`config.mk`:
```
export PLATFORM = sky130hd
export DESIGN_NAME = mau_lsu
export DESIGN_NICKNAME = d
export VERILOG_FILES = /design/src/rtl/rv_pkg.sv /design/src/rtl/mau_align.sv /design/src/rtl/mau_lsu.sv
export SDC_FILE = /design/constraint.sdc
export NUM_CORES = 1
export LEC_CHECK = 0
export ABC_AREA = 1
export ABC_CLOCK_PERIOD_IN_PS = 1700
export CORE_MARGIN = 2
export CORE_UTILIZATION = 46
export CTS_BUF_LIST = sky130_fd_sc_hd__clkbuf_4
export DETAILED_ROUTE_END_ITERATION = 10
export GPL_ROUTABILITY_DRIVEN = 0
export PLACE_DENSITY_LB_ADDON = 0.15
export SKIP_CTS_REPAIR_TIMING = 1
export SYNTH_ARGS = -nofsm -noshare
export SYNTH_HDL_FRONTEND = slang
export SYNTH_SLANG_ARGS = --single-unit
```
`constraint.sdc`:
```
create_clock -name clk -period 1.7 [get_ports clk]
set_input_delay 0.255 -clock clk [delete_from_list [all_inputs] [get_ports clk]]
set_output_delay 0.255 -clock clk [all_outputs]
set_load 0.02 [all_outputs]
```
`src/rtl/rv_pkg.sv`:
```
// Shared RV32 definitions for the memory access unit: funct3 codes, FSM states,
// latched request payload and request legality check.
package rv_pkg;

   localparam int unsigned XLEN   = 32;
   localparam int unsigned REG_AW = 5;
   localparam int unsigned BE_W   = XLEN / 8;

   localparam logic [2:0] F3_B  = 3'b000;
   localparam logic [2:0] F3_H  = 3'b001;
   localparam logic [2:0] F3_W  = 3'b010;
   localparam logic [2:0] F3_BU = 3'b100;
   localparam logic [2:0] F3_HU = 3'b101;

   typedef enum logic [1:0] {
      IDLE = 2'd0,
      BUS  = 2'd1,
      WB   = 2'd2
   } mau_state_t;

   // Request fields kept for the bus phase and load extraction.
   typedef struct packed {
      logic              we;
      logic [2:0]        funct3;
      logic [1:0]        addr_lo;
      logic [REG_AW-1:0] rd;
   } mau_req_t;

   // High when the request must be rejected without a bus access.
   function automatic logic mau_req_bad(input logic       we,
                                        input logic [2:0] funct3,
                                        input logic [1:0] addr_lo);
      logic illegal;
      logic misal;
      if (we) begin
         illegal = !(funct3 == F3_B || funct3 == F3_H || funct3 == F3_W);
      end else begin
         illegal = !(funct3 == F3_B || funct3 == F3_H || funct3 == F3_W ||
                     funct3 == F3_BU || funct3 == F3_HU);
      end
      misal = ((funct3[1:0] == 2'b01) && addr_lo[0]) ||
              ((funct3[1:0] == 2'b10) && (addr_lo != 2'b00));
      return illegal | misal;
   endfunction

endpackage

```
`src/rtl/mau_align.sv`:
```
// Combinational lane logic: store data replication / byte enables, and
// load byte/half extraction with sign or zero extension.
module mau_align
   import rv_pkg::*;
(
   input  logic [2:0]      st_funct3,
   input  logic [1:0]      st_addr_lo,
   input  logic [XLEN-1:0] st_wdata,
   output logic [XLEN-1:0] st_lane_c,
   output logic [BE_W-1:0] st_be_c,
   input  logic [2:0]      ld_funct3,
   input  logic [1:0]      ld_addr_lo,
   input  logic [XLEN-1:0] ld_rdata,
   output logic [XLEN-1:0] ld_data_c
);

   logic [7:0]  ld_byte;
   logic [15:0] ld_half;

   // Store lanes.
   always_comb begin
      st_lane_c = st_wdata;
      st_be_c   = 4'b1111;
      case (st_funct3)
         F3_B: begin
            st_lane_c = {4{st_wdata[7:0]}};
            st_be_c   = 4'b0001 << st_addr_lo;
         end
         F3_H: begin
            st_lane_c = {2{st_wdata[15:0]}};
            st_be_c   = st_addr_lo[1] ? 4'b1100 : 4'b0011;
         end
         default: ;
      endcase
   end

   // Load extraction.
   always_comb begin
      ld_byte   = ld_rdata[8*ld_addr_lo +: 8];
      ld_half   = ld_rdata[16*ld_addr_lo[1] +: 16];
      ld_data_c = ld_rdata;
      case (ld_funct3)
         F3_B:    ld_data_c = {{24{ld_byte[7]}}, ld_byte};
         F3_H:    ld_data_c = {{16{ld_half[15]}}, ld_half};
         F3_BU:   ld_data_c = {24'b0, ld_byte};
         F3_HU:   ld_data_c = {16'b0, ld_half};
         default: ;
      endcase
   end

endmodule

```
`src/rtl/mau_lsu.sv`:
```
// RV32I memory access unit: one outstanding load/store, bus req/ack handshake,
// aligned load writeback on the secondary register-file port.
module mau_lsu
   import rv_pkg::*;
(
   input  logic              clk,
   input  logic              reset,
   input  logic              req_valid,
   output logic              req_ready,
   input  logic              req_we,
   input  logic [2:0]        req_funct3,
   input  logic [XLEN-1:0]   req_addr,
   input  logic [XLEN-1:0]   req_wdata,
   input  logic [REG_AW-1:0] req_rd,
   output logic              mem_req,
   output logic              mem_we,
   output logic [XLEN-1:0]   mem_addr,
   output logic [XLEN-1:0]   mem_wdata,
   output logic [BE_W-1:0]   mem_be,
   input  logic              mem_ack,
   input  logic [XLEN-1:0]   mem_rdata,
   output logic [REG_AW-1:0] rdmau,
   output logic              rdmau_en,
   output logic [XLEN-1:0]   data_mau_in,
   output logic              pend_valid,
   output logic [REG_AW-1:0] pend_rd,
   output logic              misalign
);

   mau_state_t        state_q, state_d;
   mau_req_t          req_q, req_d;
   logic              mem_req_q, mem_req_d;
   logic              mem_we_q, mem_we_d;
   logic [XLEN-1:0]   mem_addr_q, mem_addr_d;
   logic [XLEN-1:0]   mem_wdata_q, mem_wdata_d;
   logic [BE_W-1:0]   mem_be_q, mem_be_d;
   logic [REG_AW-1:0] rdmau_q, rdmau_d;
   logic              rdmau_en_q, rdmau_en_d;
   logic [XLEN-1:0]   data_q, data_d;
   logic              pend_valid_q, pend_valid_d;
   logic [REG_AW-1:0] pend_rd_q, pend_rd_d;
   logic              misalign_q, misalign_d;

   logic [XLEN-1:0]   st_lane_c;
   logic [BE_W-1:0]   st_be_c;
   logic [XLEN-1:0]   ld_data_c;

   mau_align u_align (
      .st_funct3  (req_funct3),
      .st_addr_lo (req_addr[1:0]),
      .st_wdata   (req_wdata),
      .st_lane_c  (st_lane_c),
      .st_be_c    (st_be_c),
      .ld_funct3  (req_q.funct3),
      .ld_addr_lo (req_q.addr_lo),
      .ld_rdata   (mem_rdata),
      .ld_data_c  (ld_data_c)
   );

   // Next-state and registered-output logic.
   always_comb begin
      state_d      = state_q;
      req_d        = req_q;
      mem_req_d    = mem_req_q;
      mem_we_d     = mem_we_q;
      mem_addr_d   = mem_addr_q;
      mem_wdata_d  = mem_wdata_q;
      mem_be_d     = mem_be_q;
      rdmau_d      = rdmau_q;
      rdmau_en_d   = 1'b0;
      data_d       = data_q;
      pend_valid_d = pend_valid_q;
      pend_rd_d    = pend_rd_q;
      misalign_d   = 1'b0;

      unique case (state_q)
         IDLE: begin
            if (req_valid) begin
               if (mau_req_bad(req_we, req_funct3, req_addr[1:0])) begin
                  misalign_d = 1'b1;
               end else begin
                  state_d     = BUS;
                  req_d       = '{we: req_we, funct3: req_funct3,
                                  addr_lo: req_addr[1:0], rd: req_rd};
                  mem_req_d   = 1'b1;
                  mem_we_d    = req_we;
                  mem_addr_d  = {req_addr[XLEN-1:2], 2'b00};
                  mem_wdata_d = req_we ? st_lane_c : '0;
                  mem_be_d    = req_we ? st_be_c : 4'b1111;
                  if (!req_we && (req_rd != '0)) begin
                     pend_valid_d = 1'b1;
                     pend_rd_d    = req_rd;
                  end
               end
            end
         end
         BUS: begin
            if (mem_ack) begin
               mem_req_d = 1'b0;
               mem_we_d  = 1'b0;
               if (req_q.we) begin
                  state_d = IDLE;
               end else begin
                  state_d    = WB;
                  data_d     = ld_data_c;
                  rdmau_d    = req_q.rd;
                  rdmau_en_d = (req_q.rd != '0);
               end
            end
         end
         WB: begin
            state_d      = IDLE;
            pend_valid_d = 1'b0;
            pend_rd_d    = '0;
         end
         default: state_d = IDLE;
      endcase
   end

   always_ff @(posedge clk or negedge reset) begin
      if (!reset) begin
         state_q      <= IDLE;
         req_q        <= '0;
         mem_req_q    <= 1'b0;
         mem_we_q     <= 1'b0;
         mem_addr_q   <= '0;
         mem_wdata_q  <= '0;
         mem_be_q     <= '0;
         rdmau_q      <= '0;
         rdmau_en_q   <= 1'b0;
         data_q       <= '0;
         pend_valid_q <= 1'b0;
         pend_rd_q    <= '0;
         misalign_q   <= 1'b0;
      end else begin
         state_q      <= state_d;
         req_q        <= req_d;
         mem_req_q    <= mem_req_d;
         mem_we_q     <= mem_we_d;
         mem_addr_q   <= mem_addr_d;
         mem_wdata_q  <= mem_wdata_d;
         mem_be_q     <= mem_be_d;
         rdmau_q      <= rdmau_d;
         rdmau_en_q   <= rdmau_en_d;
         data_q       <= data_d;
         pend_valid_q <= pend_valid_d;
         pend_rd_q    <= pend_rd_d;
         misalign_q   <= misalign_d;
      end
   end

   assign req_ready   = (state_q == IDLE);
   assign mem_req     = mem_req_q;
   assign mem_we      = mem_we_q;
   assign mem_addr    = mem_addr_q;
   assign mem_wdata   = mem_wdata_q;
   assign mem_be      = mem_be_q;
   assign rdmau       = rdmau_q;
   assign rdmau_en    = rdmau_en_q;
   assign data_mau_in = data_q;
   assign pend_valid  = pend_valid_q;
   assign pend_rd     = pend_rd_q;
   assign misalign    = misalign_q;

endmodule

```
==> metrics.cfg <==
[outcome]
status = complete, no violations

[cells_and_area]
antenna_cells = 0
syn_to_final_growth_pct = 53.7
drive_above_1_share = 0.104
nets = 1164

[clock_network]
cts_buffer_depth = 2
cts_tree = built
clkLatencyLatePin_ns = 0.54
cts_sinks = 126
h-tree-depth = 4
cts.clk_slew.worst_paths_ns = 0.11
cts_root_buffer = clkbuf_4
cts_buffers = 17

[sta]
hold_viol_final = 0
whs_ns = 0.177
finalCriticalPeriod_ns = 1.58
setup_ws_ns = 0.122
finalSetupViolations = 0
final.setup_skew_ns = 0.0228
grt_setup_unrepaired = false
clock.fmax_mhz = 634
drv_slew = 0
finalCritPeriodShare = 0.928

[synth]
synthMuxAreaShare = 0
synthSimpleGateAreaFrac = 0.352
synth.distinct_cells = 25
syn_avg_cell_area_um2 = 7.51
syn_area_mm2 = 0.00608
ys_ff_latch = 126
yosysSeqAreaShare = 0.519
syn_inst = 810
synth_fa_ha_area_frac = 0
yosys_warnings = 0
synth_compound_area_frac = 0.0613
synth_xor_area_frac = 0
synth_top_family_by_area = simple AND/OR/NAND/NOR gates

[route]
num_vias = 6018
avgViaCountPerCell = 4.84
drt_iter0_drc = 430
wirelength_um = 17300
detail_route.wl_per_cell_um = 13.9
dr.pass1.iters = 5
antenna_left = 0
drc_errors = 0

[place]
port_buffers = 222
pre_cts_ws_ns = -0.0755
dp_hpwl_um = 12500

[grt]
grt_pass1_vias = 5914
grt_max_degree = 42
gr-total-overflow = 0
grt_pass1_wl_um = 28200
antenna_found_initial = 0
grtUsageTotal = 0.251

[critical_path]
r2r_cells = 8
crit_required_ns = 1.44
worstSetupPathType = reg2out
cp.arrival_ns = 1.32
crit_fanout = 3
r2r_setup_slack_ns = 0.21
cp-end-kind = output port
critPathLaunchType = register

[floorplan]
io_pins = 225
core_area_mm2 = 0.0131
die-height_um = 119
die_area_mm2 = 0.0142
die_x_um = 119
start_util = 0.465
rows = 42

[pwr]
pwr_density_cell_mw_per_mm2 = 1370
ir_drop_v = 0.000779
leakagePower_nw = 5.87

[worst_hold_path]
hp-class = in2async

[flow_run]
maxCapViolCount = 0

registers in the layout, indices dropped and copies added (netlist names), 2 cells and up:
register     cells
data_mau_in     32
mem_addr        30
mem_be           4
mem_wdata       32
pend_rd          5
rdmau            5
req_q           11
state_q          2
worst paths after layout:
check	to	startpoint
max	req_ready	state_q[1]
min	data_mau_in[4]	reset
max reg2reg	data_mau_in[18]	state_q[0]
min reg2reg	mem_addr[18]	mem_addr[18]
max in group asynchronous	mem_addr[25]	reset
min in group clk	mem_addr[8]	req_addr[8]
cells by family (layout without fill, tap and decap cells):
logic type,count (synthesis),in the layout
flip-flops,126,126
buffers and inverters,97,353
other,1,2
AND/OR/NAND/NOR,512,512
AO/OA/AOI/OAI,74,74
metrics by stage:
stage	setup TNS [ns]	cells	cell area [um2]	utilization	power, mW
after floorplan	0	811	6080	-	7.87
after global placement	-0.532	1211	8760	0.670	10.8
after detailed placement	-3.69	1211	8760	0.670	10.9
after CTS	-14.58	1242	9050	0.692	13.1
after global routing	0	1243	9340	0.714	13.7
final	0	1243	9340	0.714	12.8
cell usage in the layout (no fill, tap or decap), types with 24 or more instances in the layout:
cell type        Yosys  routed
nand2_1            347     346
a21oi_1             29      29
nand3_1             49      49
o21ai_0             44      44
or2_2               24      24
inv_1               51      51
dlymetal6s2s_1       0     113
buf_4                6      35
dfrtp_1            126     126
clkdlybuf4s50_1      0     107
nor2_1              65      63
cell usage after synthesis, drive strengths merged:
master,number,area share
nand3b,7,0.011
a21oi,29,0.024
o21ai,44,0.036
nor3,3,0.0025
nor3b,1,0.0012
buf,23,0.021
dfrtp,126,0.52
o211ai,1,0.0012
conb,1,0.00062
nand3,51,0.044
nor2,66,0.042
nand2,349,0.22
inv,55,0.034
clkbuf,18,0.011
nand4,11,0.011
clkinv,1,0.00062
or2,24,0.025
layer usage:
metal  vias up  part of all wire  track usage
met2       227              0.48        0.413
met1      2739              0.41        0.306
met4         0             0.025       0.0952
met3        39             0.083       0.0848
met5         -                 0            0
li1       3013                 -            -
critical path: stages, from the launching register on:
cell and delay [ns]:
dfrtp_1 0.43, nor2_1 0.15, buf_2 0.22
where the power goes:
group | leakage (nW) | internal [mW] | switching, mW
logic | 4.16 | 2.71 | 3.30
clock network | 0.154 | 1.03 | 1.10
registers | 1.56 | 4.07 | 0.586
total | 5.87 | 7.81 | 4.99
area by class of cell:
cell class	instances	area (um2)
clock buffer	19	143
multi-input combinational	588	2530
clock inverter	12	145
sequential	126	3150
fill	1050	3740
inverter	56	210
tap	176	220
timing repair buffer	266	2940
Note: power is estimated with default switching activity, not from simulation.
